===== src/rtl/e2p_seq_pkg.sv =====
// Shared types and constants for the EEPROM request sequencer: state encoding,
// record geometry, counter width and default timing values.
package e2p_seq_pkg;

  typedef enum logic [2:0] {
    ST_IDLE,
    ST_WREQ,
    ST_WWAIT,
    ST_RREQ,
    ST_DONE
  } e2p_state_t;

  localparam int unsigned WORD_NUM        = 4;
  localparam int unsigned ADDR_STEP       = 4;
  localparam int unsigned IDX_W           = $clog2(WORD_NUM);
  localparam int unsigned CNT_W           = 21;
  localparam int unsigned WR_WAIT_CYC_DEF = 625000;
  localparam int unsigned TO_CYC_DEF      = 1250000;

  // Byte address of word idx of a record; wraps modulo 2^16.
  function automatic logic [15:0] word_addr_of(input logic [15:0] base,
                                               input logic [IDX_W-1:0] idx);
    return 16'(base + 16'(ADDR_STEP * idx));
  endfunction

endpackage


===== src/rtl/e2p_cyc_cnt.sv =====
// Loadable down-counter with zero flag; shared by the EEPROM write-time wait
// and the per-word handshake timeout. Decrement saturates at zero.
module e2p_cyc_cnt #(
  parameter int unsigned CNT_W = 21
) (
  input  logic             clk,
  input  logic             rst_n,
  input  logic             load,
  input  logic [CNT_W-1:0] load_val,
  input  logic             dec,
  output logic             zero
);

  logic [CNT_W-1:0] cnt;

  always_ff @(posedge clk or negedge rst_n) begin
    if (!rst_n) begin
      cnt <= '0;
    end else if (load) begin
      cnt <= load_val;
    end else if (dec && (cnt != '0)) begin
      cnt <= cnt - CNT_W'(1);
    end
  end

  assign zero = (cnt == '0);

endmodule


===== src/rtl/e2p_req_seq.sv =====
// EEPROM request sequencer: turns UART read/write pulses into word-engine
// requests (4-word writes with tWR wait, single-word reads).
// Optional macro E2P_TIMEOUT_EN adds a per-word handshake timeout with e2p_err.
module e2p_req_seq
  import e2p_seq_pkg::*;
#(
  parameter int unsigned WR_WAIT_CYC = WR_WAIT_CYC_DEF,
  parameter int unsigned TO_CYC      = TO_CYC_DEF
) (
  input  logic        clk_sys,
  input  logic        rst_sys_n,
  input  logic        e2p_rw_sel,
  input  logic        rd_en,
  input  logic        wr_en,
  input  logic [15:0] wr_addr,
  input  logic [31:0] wr_value0,
  input  logic [31:0] wr_value1,
  input  logic [31:0] wr_value2,
  input  logic [31:0] wr_value3,
  output logic        wr_done,
  output logic        e2p_busy,
  output logic        e2p_urd_dval,
  output logic [31:0] e2p_rd_value,
  output logic        word_req,
  output logic        word_rw,
  output logic [15:0] word_addr,
  output logic [31:0] word_wdata,
  input  logic        word_done,
  input  logic [31:0] word_rdata,
  output logic        e2p_err
);

`ifdef E2P_TIMEOUT_EN
  localparam bit TO_EN = 1'b1;
`else
  localparam bit TO_EN = 1'b0;
`endif

  e2p_state_t       state, state_nxt;
  logic [IDX_W-1:0] idx, idx_nxt;
  logic [15:0]      addr_q;
  logic [31:0]      val_q   [WORD_NUM];
  logic [31:0]      wr_vals [WORD_NUM];

  logic             cap_wr, cap_rd;
  logic             cnt_load, cnt_dec, cnt_zero;
  logic [CNT_W-1:0] cnt_val;
  logic             err_nxt, dval_nxt, req_nxt;
  logic [15:0]      base_nxt;
  logic [31:0]      data_nxt;

  always_comb begin
    wr_vals[0] = wr_value0;
    wr_vals[1] = wr_value1;
    wr_vals[2] = wr_value2;
    wr_vals[3] = wr_value3;
  end

  e2p_cyc_cnt #(
    .CNT_W(CNT_W)
  ) u_cnt (
    .clk      (clk_sys),
    .rst_n    (rst_sys_n),
    .load     (cnt_load),
    .load_val (cnt_val),
    .dec      (cnt_dec),
    .zero     (cnt_zero)
  );

  always_comb begin
    state_nxt = state;
    idx_nxt   = idx;
    cap_wr    = 1'b0;
    cap_rd    = 1'b0;
    cnt_load  = 1'b0;
    cnt_val   = '0;
    cnt_dec   = 1'b0;
    err_nxt   = 1'b0;
    dval_nxt  = 1'b0;
    case (state)
      ST_IDLE: begin
        // Write wins over a simultaneous read.
        if (e2p_rw_sel && wr_en) begin
          state_nxt = ST_WREQ;
          idx_nxt   = '0;
          cap_wr    = 1'b1;
          cnt_load  = TO_EN;
          cnt_val   = CNT_W'(TO_CYC);
        end else if (e2p_rw_sel && rd_en) begin
          state_nxt = ST_RREQ;
          idx_nxt   = '0;
          cap_rd    = 1'b1;
          cnt_load  = TO_EN;
          cnt_val   = CNT_W'(TO_CYC);
        end
      end
      ST_WREQ: begin
        if (word_done) begin
          state_nxt = ST_WWAIT;
          cnt_load  = 1'b1;
          cnt_val   = CNT_W'(WR_WAIT_CYC);
        end else if (TO_EN) begin
          if (cnt_zero) begin
            state_nxt = ST_IDLE;
            err_nxt   = 1'b1;
          end else begin
            cnt_dec = 1'b1;
          end
        end
      end
      ST_WWAIT: begin
        if (!cnt_zero) begin
          cnt_dec = 1'b1;
        end else if (idx == IDX_W'(WORD_NUM - 1)) begin
          state_nxt = ST_DONE;
        end else begin
          state_nxt = ST_WREQ;
          idx_nxt   = idx + IDX_W'(1);
          cnt_load  = TO_EN;
          cnt_val   = CNT_W'(TO_CYC);
        end
      end
      ST_RREQ: begin
        if (word_done) begin
          state_nxt = ST_IDLE;
          dval_nxt  = 1'b1;
        end else if (TO_EN) begin
          if (cnt_zero) begin
            state_nxt = ST_IDLE;
            err_nxt   = 1'b1;
          end else begin
            cnt_dec = 1'b1;
          end
        end
      end
      ST_DONE: state_nxt = ST_IDLE;
      default: state_nxt = ST_IDLE;
    endcase
  end

  // Engine outputs are registered from next-state values so they appear with
  // word_req and cannot change while it is high.
  always_comb begin
    req_nxt  = (state_nxt == ST_WREQ) || (state_nxt == ST_RREQ);
    base_nxt = (cap_wr || cap_rd) ? wr_addr : addr_q;
    data_nxt = cap_wr ? wr_vals[idx_nxt] : val_q[idx_nxt];
  end

  always_ff @(posedge clk_sys or negedge rst_sys_n) begin
    if (!rst_sys_n) begin
      state        <= ST_IDLE;
      idx          <= '0;
      addr_q       <= '0;
      for (int unsigned k = 0; k < WORD_NUM; k++) val_q[k] <= '0;
      word_req     <= 1'b0;
      word_rw      <= 1'b0;
      word_addr    <= '0;
      word_wdata   <= '0;
      wr_done      <= 1'b0;
      e2p_busy     <= 1'b0;
      e2p_urd_dval <= 1'b0;
      e2p_rd_value <= '0;
      e2p_err      <= 1'b0;
    end else begin
      state <= state_nxt;
      idx   <= idx_nxt;
      if (cap_wr || cap_rd) addr_q <= wr_addr;
      if (cap_wr) begin
        for (int unsigned k = 0; k < WORD_NUM; k++) val_q[k] <= wr_vals[k];
      end
      word_req <= req_nxt;
      if (req_nxt) begin
        word_rw   <= (state_nxt == ST_RREQ);
        word_addr <= word_addr_of(base_nxt, idx_nxt);
        if (state_nxt == ST_WREQ) word_wdata <= data_nxt;
      end
      wr_done      <= (state_nxt == ST_DONE);
      e2p_busy     <= (state_nxt != ST_IDLE);
      e2p_urd_dval <= dval_nxt;
      if (dval_nxt) e2p_rd_value <= word_rdata;
      e2p_err      <= err_nxt;
    end
  end

endmodule


===== config.mk =====
export PLATFORM = sky130hd
export DESIGN_NAME = e2p_req_seq
export DESIGN_NICKNAME = d
export VERILOG_FILES = /design/src/rtl/e2p_seq_pkg.sv /design/src/rtl/e2p_cyc_cnt.sv /design/src/rtl/e2p_req_seq.sv
export SDC_FILE = /design/constraint.sdc
export NUM_CORES = 1
export LEC_CHECK = 0
export ABC_AREA = 1
export CORE_MARGIN = 2
export CORE_UTILIZATION = 58
export DETAILED_ROUTE_END_ITERATION = 10
export DONT_BUFFER_PORTS = 1
export PLACE_DENSITY = 0.75
export SLEW_MARGIN = 20
export SYNTH_ARGS = -nofsm -noshare
export SYNTH_HDL_FRONTEND = slang
export SYNTH_SLANG_ARGS = --single-unit

===== constraint.sdc =====
create_clock -name clk_sys -period 2.6 [get_ports clk_sys]
set_input_delay 0.39 -clock clk_sys [delete_from_list [all_inputs] [get_ports clk_sys]]
set_output_delay 0.39 -clock clk_sys [all_outputs]
set_load 0.01 [all_outputs]

### Yosys cells after proc, flatten, opt, wreduce, memory -nomap -nowiden

Index checks and enable logic that the tools add are counted.

| word-level totals | value |
|---|---|
| flip-flop bits (word level) | 255 |
| input bits | 182 |
| output and inout port bits | 86 |
| word-level logic and storage cells | 77 |

| cells by class | value |
|---|---|
| add/subtract/negate cells | 3 |
| order comparisons | 1 |
| eq/ne operators | 7 |
| muxes and demuxes | 38 |
| bitwise logic cells | 1 |
| reductions and logical operators | 11 |

Operators by type and width:

| operator | count |
|---|---|
| $mux 32 | 5 |
| $bmux 32 s2 | 2 |
| $mux 21 | 6 |
| $pmux 21 s3 | 1 |
| $logic_not 21->1 | 1 |
| $reduce_bool 21->1 | 1 |
| $sub 21x1->21 const B | 1 |
| $mux 20 | 1 |
| $mux 3 | 6 |
| $add 16x4->16 | 1 |
| $mux 16 | 1 |
| $pmux 3 s4 | 1 |
| $mux 1 | 10 |
| $eq 3x2->1 const B | 3 |
| $mux 2 | 4 |
| $eq 3x1->1 const B | 2 |
| $pmux 2 s2 | 1 |
| $eq 3x3->1 const B | 1 |
| $ge 3x3->1 const B | 1 |
| $logic_and 1x1->1 | 3 |
| $logic_not 3->1 | 1 |
| $not 2->3 | 1 |
| $reduce_bool 3->1 | 1 |
| $add 2x1->2 const B | 1 |
| 4 further kinds | 5 |

### Logic depth before layout (Yosys ltp)

Gate-level depths: netlist of run 1.

| logic depth | value |
|---|---|
| depth in word-level cells | 9 |
| mapped depth | 19 |
| gate-level depth less buffers | 17 |

### Modules after synthesis

Synthesis of run 1 repeated with hierarchy kept, for this count alone.

| unflattened totals | value |
|---|---|
| cell total of the unflattened synthesis | 1536 |
| area total of the unflattened synthesis | 12140.4 um^2 |

Modules (own cells, without submodules):

| module | instances | cells an instance | area an instance (um^2) | sequential area each (um^2) |
|---|---|---|---|---|
| e2p_req_seq | 1 | 1289 | 10535.1 | 5855.6 |
| e2p_cyc_cnt | 1 | 247 | 1605.3 | 525.5 |

### Worst setup path before layout of run 1

No wires, ideal clock.

| timing | value |
|---|---|
| path type | reg2reg |
| start point | register u_cnt.cnt[0] |
| end point | register word_addr[10] |
| library setup time | 132 ps |
| data arrival time | 2415 ps |
| required time | 2468 ps |
| slack | 54 ps |
| stages on the path, launching flop included | 17 |
| buffers on the path | 2 |
| clock period less this slack | 2546 ps |
| cells stage by stage | dfrtp_1 -> inv_1 -> ha_1 -> nand2_2 -> nor2_4 -> nand4_1 -> nand3_2 -> nand2_2 -> buf_6 -> buf_6 -> ha_1 -> fa_1 -> inv_1 -> nor2_2 -> nand2_1 -> xor2_1 -> o21ai_1 |

| on the way | value |
|---|---|
| elaborated cells on any way between the ends | 9 |
| those cells by class | add/sub: 1; eq/ne: 2; mux: 4; reduce/logical: 2 |

RTL lines:

| item | RTL line | source |
|---|---|---|
| from (decl) | e2p_cyc_cnt.sv:14 | `logic [CNT_W-1:0] cnt;` |
| from (signal assigned) | e2p_cyc_cnt.sv:20 | `cnt <= load_val;` |
| from (signal assigned) | e2p_cyc_cnt.sv:22 | `cnt <= cnt - CNT_W'(1);` |
| $logic_not 21->1 | e2p_cyc_cnt.sv:26 | `assign zero = (cnt == '0);` |
| $mux 2 | e2p_req_seq.sv:112 | `if (!cnt_zero) begin` |
| $pmux 2 s2 | e2p_req_seq.sv:80 | `case (state)` |
| named net idx_nxt[0] | e2p_req_seq.sv:40 | `logic [IDX_W-1:0] idx, idx_nxt;` |
| $add 16x4->16 | e2p_seq_pkg.sv:23 | `return 16'(base + 16'(ADDR_STEP * idx));` |
| to (signal assigned) | e2p_req_seq.sv:174 | `word_addr <= word_addr_of(base_nxt, idx_nxt);` |
| to (decl) | e2p_req_seq.sv:26 | `output logic [15:0] word_addr,` |

The timed path passes the listed nets, and every way through them passes these cells.
A chain may end at the register's enable or synchronous reset.

### Worst setup path after layout of run 1

| timing | value |
|---|---|
| start point | register u_cnt.cnt[1] |
| end point | register word_wdata[11] |

| on the way | value |
|---|---|
| word-level cells in the longest chain between the ends | 8 |
| elaborated cells on any way between the ends | 17 |
| those cells by class | eq/ne: 2; mux: 11; bitwise: 1; reduce/logical: 3 |

RTL lines:

| item | RTL line | source |
|---|---|---|
| $logic_not 21->1 (*) | e2p_cyc_cnt.sv:26 |  |
| $mux 2 | e2p_req_seq.sv:112 |  |
| $pmux 2 s2 | e2p_req_seq.sv:80 |  |
| $not 2->3 (not written as such) | e2p_req_seq.sv:146 | `data_nxt = cap_wr ? wr_vals[idx_nxt] : val_q[idx_nxt];` |
| $bmux 32 s2 | e2p_req_seq.sv:146 |  |
| $mux 32 (not written as such) (2 in a row) | e2p_req_seq.sv:146 |  |
| $mux 32 | e2p_req_seq.sv:146 |  |
| to (signal assigned) | e2p_req_seq.sv:175 | `if (state_nxt == ST_WREQ) word_wdata <= data_nxt;` |
| to (decl) | e2p_req_seq.sv:27 | `output logic [31:0] word_wdata,` |

Mark *: on every way between the ends. The rest lies on a longest branch, timed or not. The select of a mux whose other input is x is not followed.

==> key figures, run 1 <==
Yosys
  – Register area share after synthesis: 53.6%
  – EDFF count, synth: 0
  – Ys async rst share: 100%
  – Yosys reg bits: 255
  – Synth cell types: 41
  – Area contributors post-synth: dfrtp_1, nand2_1, nand3_1
  – Mapped Nets: 1665
  – Synth warn: 0
  – Post-synth top area share: 53.6%
  – Syn_area_per_cell: 8.05 sq um
  – Post-synthesis instance total: 1479
  – Commonest cells in the netlist: nand2_1, dfrtp_1, nand3_1
  – Dominant synthesized flop cell: dfrtp_1
  – Post-Syn Area: 11900 sq um
  – Dominant cell type by area after synthesis: dfrtp_1
  – Most frequent cell after synthesis: nand2_1

Die
  – Core Region: 20200 sq um
  – Starting Density: 59.0%
  – FP Rows: 52
  – DIE AREA: 21700 sq um
  – Top Ports: 268
  – Die Height: 147 microns
  – Chip Width: 147 microns

STA
  – Min Tclk post-route: 2.43 ns
  – Period utilization: 93.6%
  – Worst slew margin: 38.4%
  – Final setup viols: 0
  – Max Slew Vio Count: 0
  – Post-Route Skew: 0.0131 ns
  – Worst-margin pin slew: 0.923 ns
  – Fin. Hold Viols: 255
  – Fmax: 411 MHz
  – WHS: -0.451 ns

Status
  – Status: finished with violations
  – Failing checks: hold timing

Worst setup path
  – Startpoint types: flip-flop
  – Reg2Reg Setup Slack: 0.17 ns
  – Crit path DAT: 2.86 ns
  – Largest fanout on the critical path: 64
  – WS Path Type: flip-flop to flip-flop
  – CP endpoint kind: flip-flop
  – Worst path required time: 3.03 ns

Layout
  – Fill cell count: 1503
  – Diode count: 0
  – Share of layout cells above drive strength 1: 8.04%
  – Area grow syn2layout: 19.0%
  – Area of the multi-input gates: 4480 sq um
  – Register area: 6380 sq um
  – Final nets: 1760

Worst hold path
  – Hold WC Path Type: input port to asynchronous set/reset pin

Drt
  – DR vias: 10.3k
  – Routed Wire Length: 32200 microns
  – Post-DR wirelength/cell: 17.3 microns
  – 1st-iter DRT viols: 680
  – Drt drc: 0
  – Final ANT Viol Nets: 0
  – Drt via density: 5.55
  – DR pass1 iterations: 5

Global routing
  – Pin count of the biggest net entering global routing: 256
  – Global-route wire length before repair: 52900 microns
  – Total Routing Usage GR: 29.9%
  – Initial antenna violation count: 0
  – Vias in the first global route: 10.5k
  – Grt total ovfl: 0

Job
  – Max-cap violations: 0

Clock tree
  – Clock sink count: 255
  – CTS Buf Count: 27
  – Maximum buffer depth of the clock tree: 3
  – Hold Buf Count CTS: 128
  – CTS H-tree lvls: 1
  – Worst skew pair latency: 0.55 ns
  – CTS tree: built
  – Clk pin slew, worst setup/hold paths: 0.06 ns
  – Root Buffer: clkbuf_16

Power
  – Power Density: 1090 nW/um^2
  – IR drop worst, VDD: 0.761 mV
  – Leakage power: 6.99 nW
  – Pwr Total: 15.5 mW

Placement
  – HPWL after DPL: 18400 microns
  – IO buf count: 0
  – RePlAce Congestion: 0.892
kinds of logic (layout without fill, tap and decap cells):
kind of cell             count (synthesis)  in the layout  share of synthesized area, %
XOR/XNOR                                11             11                         0.809
other                                    1              1                        0.0315
AND/OR/NAND/NOR                        783            783                          28.1
adder cells (fa/ha/maj)                  4              4                         0.483
AO/OA/AOI/OAI                          178            178                          7.74
flip-flops                             255            255                          53.6
buffers and inverters                  247            361                          9.29
layout make-up:
cell class                      instances  share of cell area, %
Clock inverter                         11                  0.848
Inverter                              167                   4.47
Tap cell                              270                   2.38
Sequential cell                       255                   45.0
Timing Repair Buffer                  146                   10.3
Clock buffer                           37                   5.39
Multi-Input combinational cell        977                   31.6
metrics by stage:
stage | setup TNS, ns | utilization (%) | std cells | area (sq um) | worst slack, ns
3_3_place_gp | 0 | 59.3 | 1686 | 12000 | 0.0494
2_1_floorplan | 0 | - | 1479 | 11900 | 0.0535
4_1_cts | 0 | 70.0 | 1862 | 14100 | 0.00365
5_1_grt | -0.0238 | 70.3 | 1863 | 14200 | -0.0139
6_report | 0 | 70.3 | 1863 | 14200 | 0.167
3_5_place_dp | -1.23 | 59.3 | 1686 | 12000 | -0.0637
state kept, by name, indices dropped and copies added, names as in the netlist:
name          flops
word_addr        16
idx               2
u_cnt.cnt        21
e2p_rd_value     32
addr_q           16
e2p_urd_dval      1
val_q           128
word_wdata       32
wr_done           1
word_rw           1
e2p_busy          1
word_req          1
state             3
layout by cell type, fill, tap and decap left out, types with 2 or more instances in the layout:
master and n:
a21oi_1 45, a311oi_1 2, a31oi_1 3, buf_12 3
buf_4 15, bufinv_16 2, clkbuf_1 5, clkbuf_16 27
clkbuf_8 5, clkinv_2 9, dfrtp_1 255, dlygate4sd3_1 128
inv_1 153, inv_2 10, inv_4 2, nand2_1 465
nand2_2 12, nand3_1 178, nand3_2 3, nand3b_1 3
nand4_1 2, nor2_1 76, nor2_2 27, nor2_4 6
nor3_1 7, o21ai_0 107, o21ai_1 13, xnor2_1 4
xor2_1 7
report_power, final:
part           leakage, nW  total [mW]  internal (mW)  switching (mW)
Sequential            3.09        6.97           5.76            1.21
Clock                0.444        3.86           2.25            1.61
Combinational         3.46        4.63           1.71            2.92
Total                 6.99        15.5           9.72            5.74
routing by layer:
layer / part of all wire (%) / GRT usage, % / vias up / wire, microns
met5: 0 / 0 / - / 0
met4: 4.5 / 12.6 / 0 / 1460
met3: 7.4 / 7.11 / 112 / 2400
met2: 48 / 48.8 / 452 / 15300
met1: 40 / 38.7 / 4948 / 13000
li1: - / - / 4824 / -
final timing paths:
path,from,end,cells past startpoint
worst max-delay path,u_cnt.cnt[1],word_wdata[11],12
worst min-delay path,rst_sys_n,word_addr[7],0
worst max register to register,u_cnt.cnt[1],word_wdata[11],12
worst min register to register,u_cnt.cnt[18],u_cnt.cnt[18],1
max in group asynchronous,rst_sys_n,word_wdata[1],0
min in group clk_sys,wr_value2[2],val_q[34],2
worst max-delay path, stage by stage (launching register included):
cell and delay [ns]:
dfrtp_1 0.38, inv_2 0.09, ha_4 0.16, nand2_2 0.09, nor2_4 0.16, nand4_1 0.14, nand3_2 0.11, buf_4 0.61
nand3_1 0.16, nand3_1 0.13, nand3_1 0.10, nand2_1 0.09, nand2_1 0.06
what timing repair did:
action,CTS,global route
pin swaps,0,4
resized for setup,2,13
hold endpoints to repair,383,255
endpoints found under the setup margin,33,41
buffers inserted,0,1
Note: power is estimated with default switching activity, not from simulation.
==> inputs of run 2 (changes only) <==
--- a/config.mk
+++ b/config.mk
@@ -9,7 +9,9 @@
 export CORE_MARGIN = 2
 export CORE_UTILIZATION = 58
+export CTS_CLUSTER_DIAMETER = 100
 export DETAILED_ROUTE_END_ITERATION = 10
 export DONT_BUFFER_PORTS = 1
 export PLACE_DENSITY = 0.75
+export SETUP_SLACK_MARGIN = 0.2
 export SLEW_MARGIN = 20
 export SYNTH_ARGS = -nofsm -noshare
==> constraint.sdc (replaced) <==
create_clock -name clk_sys -period 2.6 [get_ports clk_sys]
set_input_delay 0.52 -clock clk_sys [delete_from_list [all_inputs] [get_ports clk_sys]]
set_output_delay 0.52 -clock clk_sys [all_outputs]
set_load 0.01 [all_outputs]
==> run 2 against run 1 <==
  * The flow still finishes with violations (hold timing)
  * Routed wire length fell by 9.6%
  * Highest routed layer is now met5
  * Total power fell by 2.0%
  * Utilization fell by 5.4 points
  * Non-clock buffer count fell by 113
  * Largest power group unchanged
  * Critical path type unchanged
  * Setup slack improved by 0.087 ns
  * Final area fell by 7.7%
  * Register-to-register slack improved by 0.09 ns
  * Clock power fell by 3%
  * Largest cell class unchanged
  * Via count fell by 7.4%
==> key figures, run 2 (synthesis results as in run 1) <==
Status
  – Status: finished with violations
  – Failing checks: hold timing

STA
  – Post-Route Skew: 0.00786 ns (-0.00521 ns)
  – Fmax: 426 MHz (+3.7%)
  – Worst slew margin: 45.6% (+7.2 points)
  – Max Slew Vio Count: 0 (unchanged)
  – Min Tclk post-route: 2.35 ns (-0.0871 ns)
  – RSZ-0062 raised after global routing: true
  – Final setup viols: 0 (unchanged)
  – Setup WS post-layout: 0.254 ns (+0.0871 ns)
  – Period utilization: 90.2% (-3.3 points)
  – Worst-margin pin slew: 0.816 ns (-0.107 ns)
  – Fin. Hold Viols: 255 (unchanged)
  – Total negative slack: 0 ns (unchanged)
  – WHS: -0.306 ns (+0.145 ns)

Global routing
  – Vias in the first global route: 9449 (-9.9%)
  – Initial antenna violation count: 2 (+2)
  – Pin count of the biggest net entering global routing: 256 (unchanged)
  – Total Routing Usage GR: 26.8% (-3.2 points)
  – Global-route wire length before repair: 47600 microns (-10%)
  – Grt total ovfl: 0 (unchanged)

Drt
  – Routed Wire Length: 29100 microns (-9.6%)
  – Top layer in use: met5
  – Post-DR wirelength/cell: 16.6 microns (-3.8%)
  – Final ANT Viol Nets: 0 (unchanged)
  – Drt drc: 0 (unchanged)
  – WL met3: 2540 microns (+6.0%)
  – DR pass1 iterations: 5 (unchanged)
  – DRT met1 WL: 12400 microns (-4.7%)
  – 1st-iter DRT viols: 578 (-15%)
  – Drt via density: 5.47 (-1.5%)
  – WL met2: 13400 microns (-13%)
  – DR vias: 9568 (-7.4%)

Worst setup path
  – Setup crit start: u_cnt.cnt[11]
  – Max stage delay cell, worst path: dfrtp_1
  – FF-to-FF Start: u_cnt.cnt[11]
  – Worst path required time: 3.00 ns (-0.03 ns)
  – Crit path DAT: 2.75 ns (-0.11 ns)
  – Buffers and inverters on the worst path: 1 (-1)
  – Crit path max-delay family: simple AND/OR/NAND/NOR gates
  – CP endpoint kind: flip-flop
  – Worst path cell trace: nor2_2 > nand2_2 > nor2_4 > nand4_1 > nand3_4 > nand2_4 > ha_4 > fa_2 > inv_2 > nor2_4 > nand2_2 > xor2_1 > o21ai_1
  – Worst path max stage delay: 0.41 ns (-0.20 ns)
  – WS Path Type: flip-flop to flip-flop
  – Startpoint types: flip-flop
  – Largest fanout on the critical path: 4 (-94%)

Layout
  – Largest registers: val_q x128, e2p_rd_value x32, word_wdata x32
  – Fill cell count: 1763 (+17%)
  – Share of layout cells above drive strength 1: 10.2% (+2.2 points)
  – Diode count: 0 (unchanged)
  – Most flops, register: val_q
  – Area grow syn2layout: 9.87%
  – Max FFs per register: 128 (unchanged)
  – Most frequent cells in the layout: nand2_1, dfrtp_1, nand3_1
  – Commonest non-fill, non-tap cell in the layout: nand2_1
  – Area of the multi-input gates: 4540 sq um (+1.4%)
  – Final nets: 1647 (-6.4%)
  – Util after Layout: 64.9% (-5.4 points)
  – Register area: 6380 sq um (about the same)

Clock tree
  – Maximum buffer depth of the clock tree: 3 (unchanged)
  – Clock sink count: 255 (unchanged)
  – Worst skew pair latency: 0.53 ns (-0.02 ns)
  – Root Buffer: clkbuf_16
  – CTS tree: built
  – CTS H-tree lvls: 1 (unchanged)
  – CTS Buf Count: 27 (unchanged)
  – Clk pin slew, worst setup/hold paths: 0.06 ns (about the same)

Worst hold path
  – Hold WC Path Type: input port to asynchronous set/reset pin

Job
  – Max-cap violations: 0 (unchanged)

Placement
  – HPWL after DPL: 18100 microns (-1.8%)
  – RePlAce Congestion: 0.862 (-3.4%)
  – Dpl ws: 0.159 ns (+0.223 ns)
  – IO buf count: 0 (unchanged)

Die
  – Top Ports: 268 (unchanged)
  – Core Region: 20200 sq um (unchanged)
  – DIE AREA: 21700 sq um (unchanged)
  – Chip Width: 147 microns (unchanged)
  – Starting Density: 59.0% (unchanged)
  – FP Rows: 52 (unchanged)
  – Die Height: 147 microns (unchanged)

Power
  – Power Density: 1160 nW/um^2 (+6.1%)
  – IR drop worst, VDD: 0.626 mV (-18%)
  – Leakage power: 6.56 nW (-6.3%)
[run 2: cell types whose count changed in the layout (fill, tap and decap cells not counted), moves of 2 or more]
cell	delta
dlygate4sd3_1	-128
buf_12	+2
nand3_1	-2
nand2_4	+3
nand2_1	-2
buf_4	+10
inv_2	+2
clkbuf_1	+2
[run 2: path summary, 6_finish.rpt]
path / endpoint / slack (ns) / cells after the start
worst max-delay path: word_addr[10] / 0.25 / 13
worst min-delay path: word_addr[5] / -0.31 / 0
worst max register to register: word_addr[10] / 0.25 / 13
worst min register to register: addr_q[1] / 0.48 / 2
max in group asynchronous: val_q[85] / 2.23 / 0
min in group clk_sys: e2p_rd_value[31] / 0.10 / 2
[run 2: layout make-up]
class                           instances  share of cell area (%)
Clock buffer                           38                    5.79
Clock inverter                         10                   0.794
Inverter                              167                    4.82
Multi-Input combinational cell        977                    34.7
Sequential cell                       255                    48.8
Tap cell                              270                    2.58
Timing Repair Buffer                   33                    2.51
[run 2: routing by layer]
layer  global-route usage (%)  up-vias
li1                         -     4599
met4                     8.08        4
met2                     41.7      360
met5                        0        -
met3                     7.45       66
met1                     37.1     4539
[run 2: where the power goes]
| group | switching (mW) | total [mW] | internal, mW | leakage [nW] |
|---|---|---|---|---|
| clock | 1.54 | 3.76 | 2.22 | 0.430 |
| combinational | 2.82 | 4.48 | 1.66 | 3.04 |
| sequential | 1.15 | 6.91 | 5.76 | 3.09 |
| total | 5.51 | 15.1 | 9.64 | 6.56 |
[run 2: worst register-to-register path, cell delays in order, from the launching register on]
cell,delay (ns)
dfrtp_1,0.41
nor2_2,0.18
nand2_2,0.10
nor2_4,0.18
nand4_1,0.17
nand3_4,0.14
nand2_4,0.07
ha_4,0.17
fa_2,0.33
inv_2,0.09
nor2_4,0.06
nand2_2,0.10
xor2_1,0.15
o21ai_1,0.07
[run 2: repair_timing]
action                                  CTS  global route
endpoints found under the setup margin    4            43
hold endpoints to repair                255           255
pin swaps                                 0            11
setup buffers                             0            15
gates resized for setup                   1            27
[run 2: stage by stage]
| step | power (mW) | area (sq um) | instances |
|---|---|---|---|
| global placement | 11.1 | 12000 | 1687 |
| floorplan | 10.2 | 11900 | 1479 |
| CTS | 15.1 | 12900 | 1735 |
| finish | 15.1 | 13100 | 1750 |
| global route | 16.3 | 13100 | 1750 |
| detailed placement | 11.3 | 12000 | 1687 |
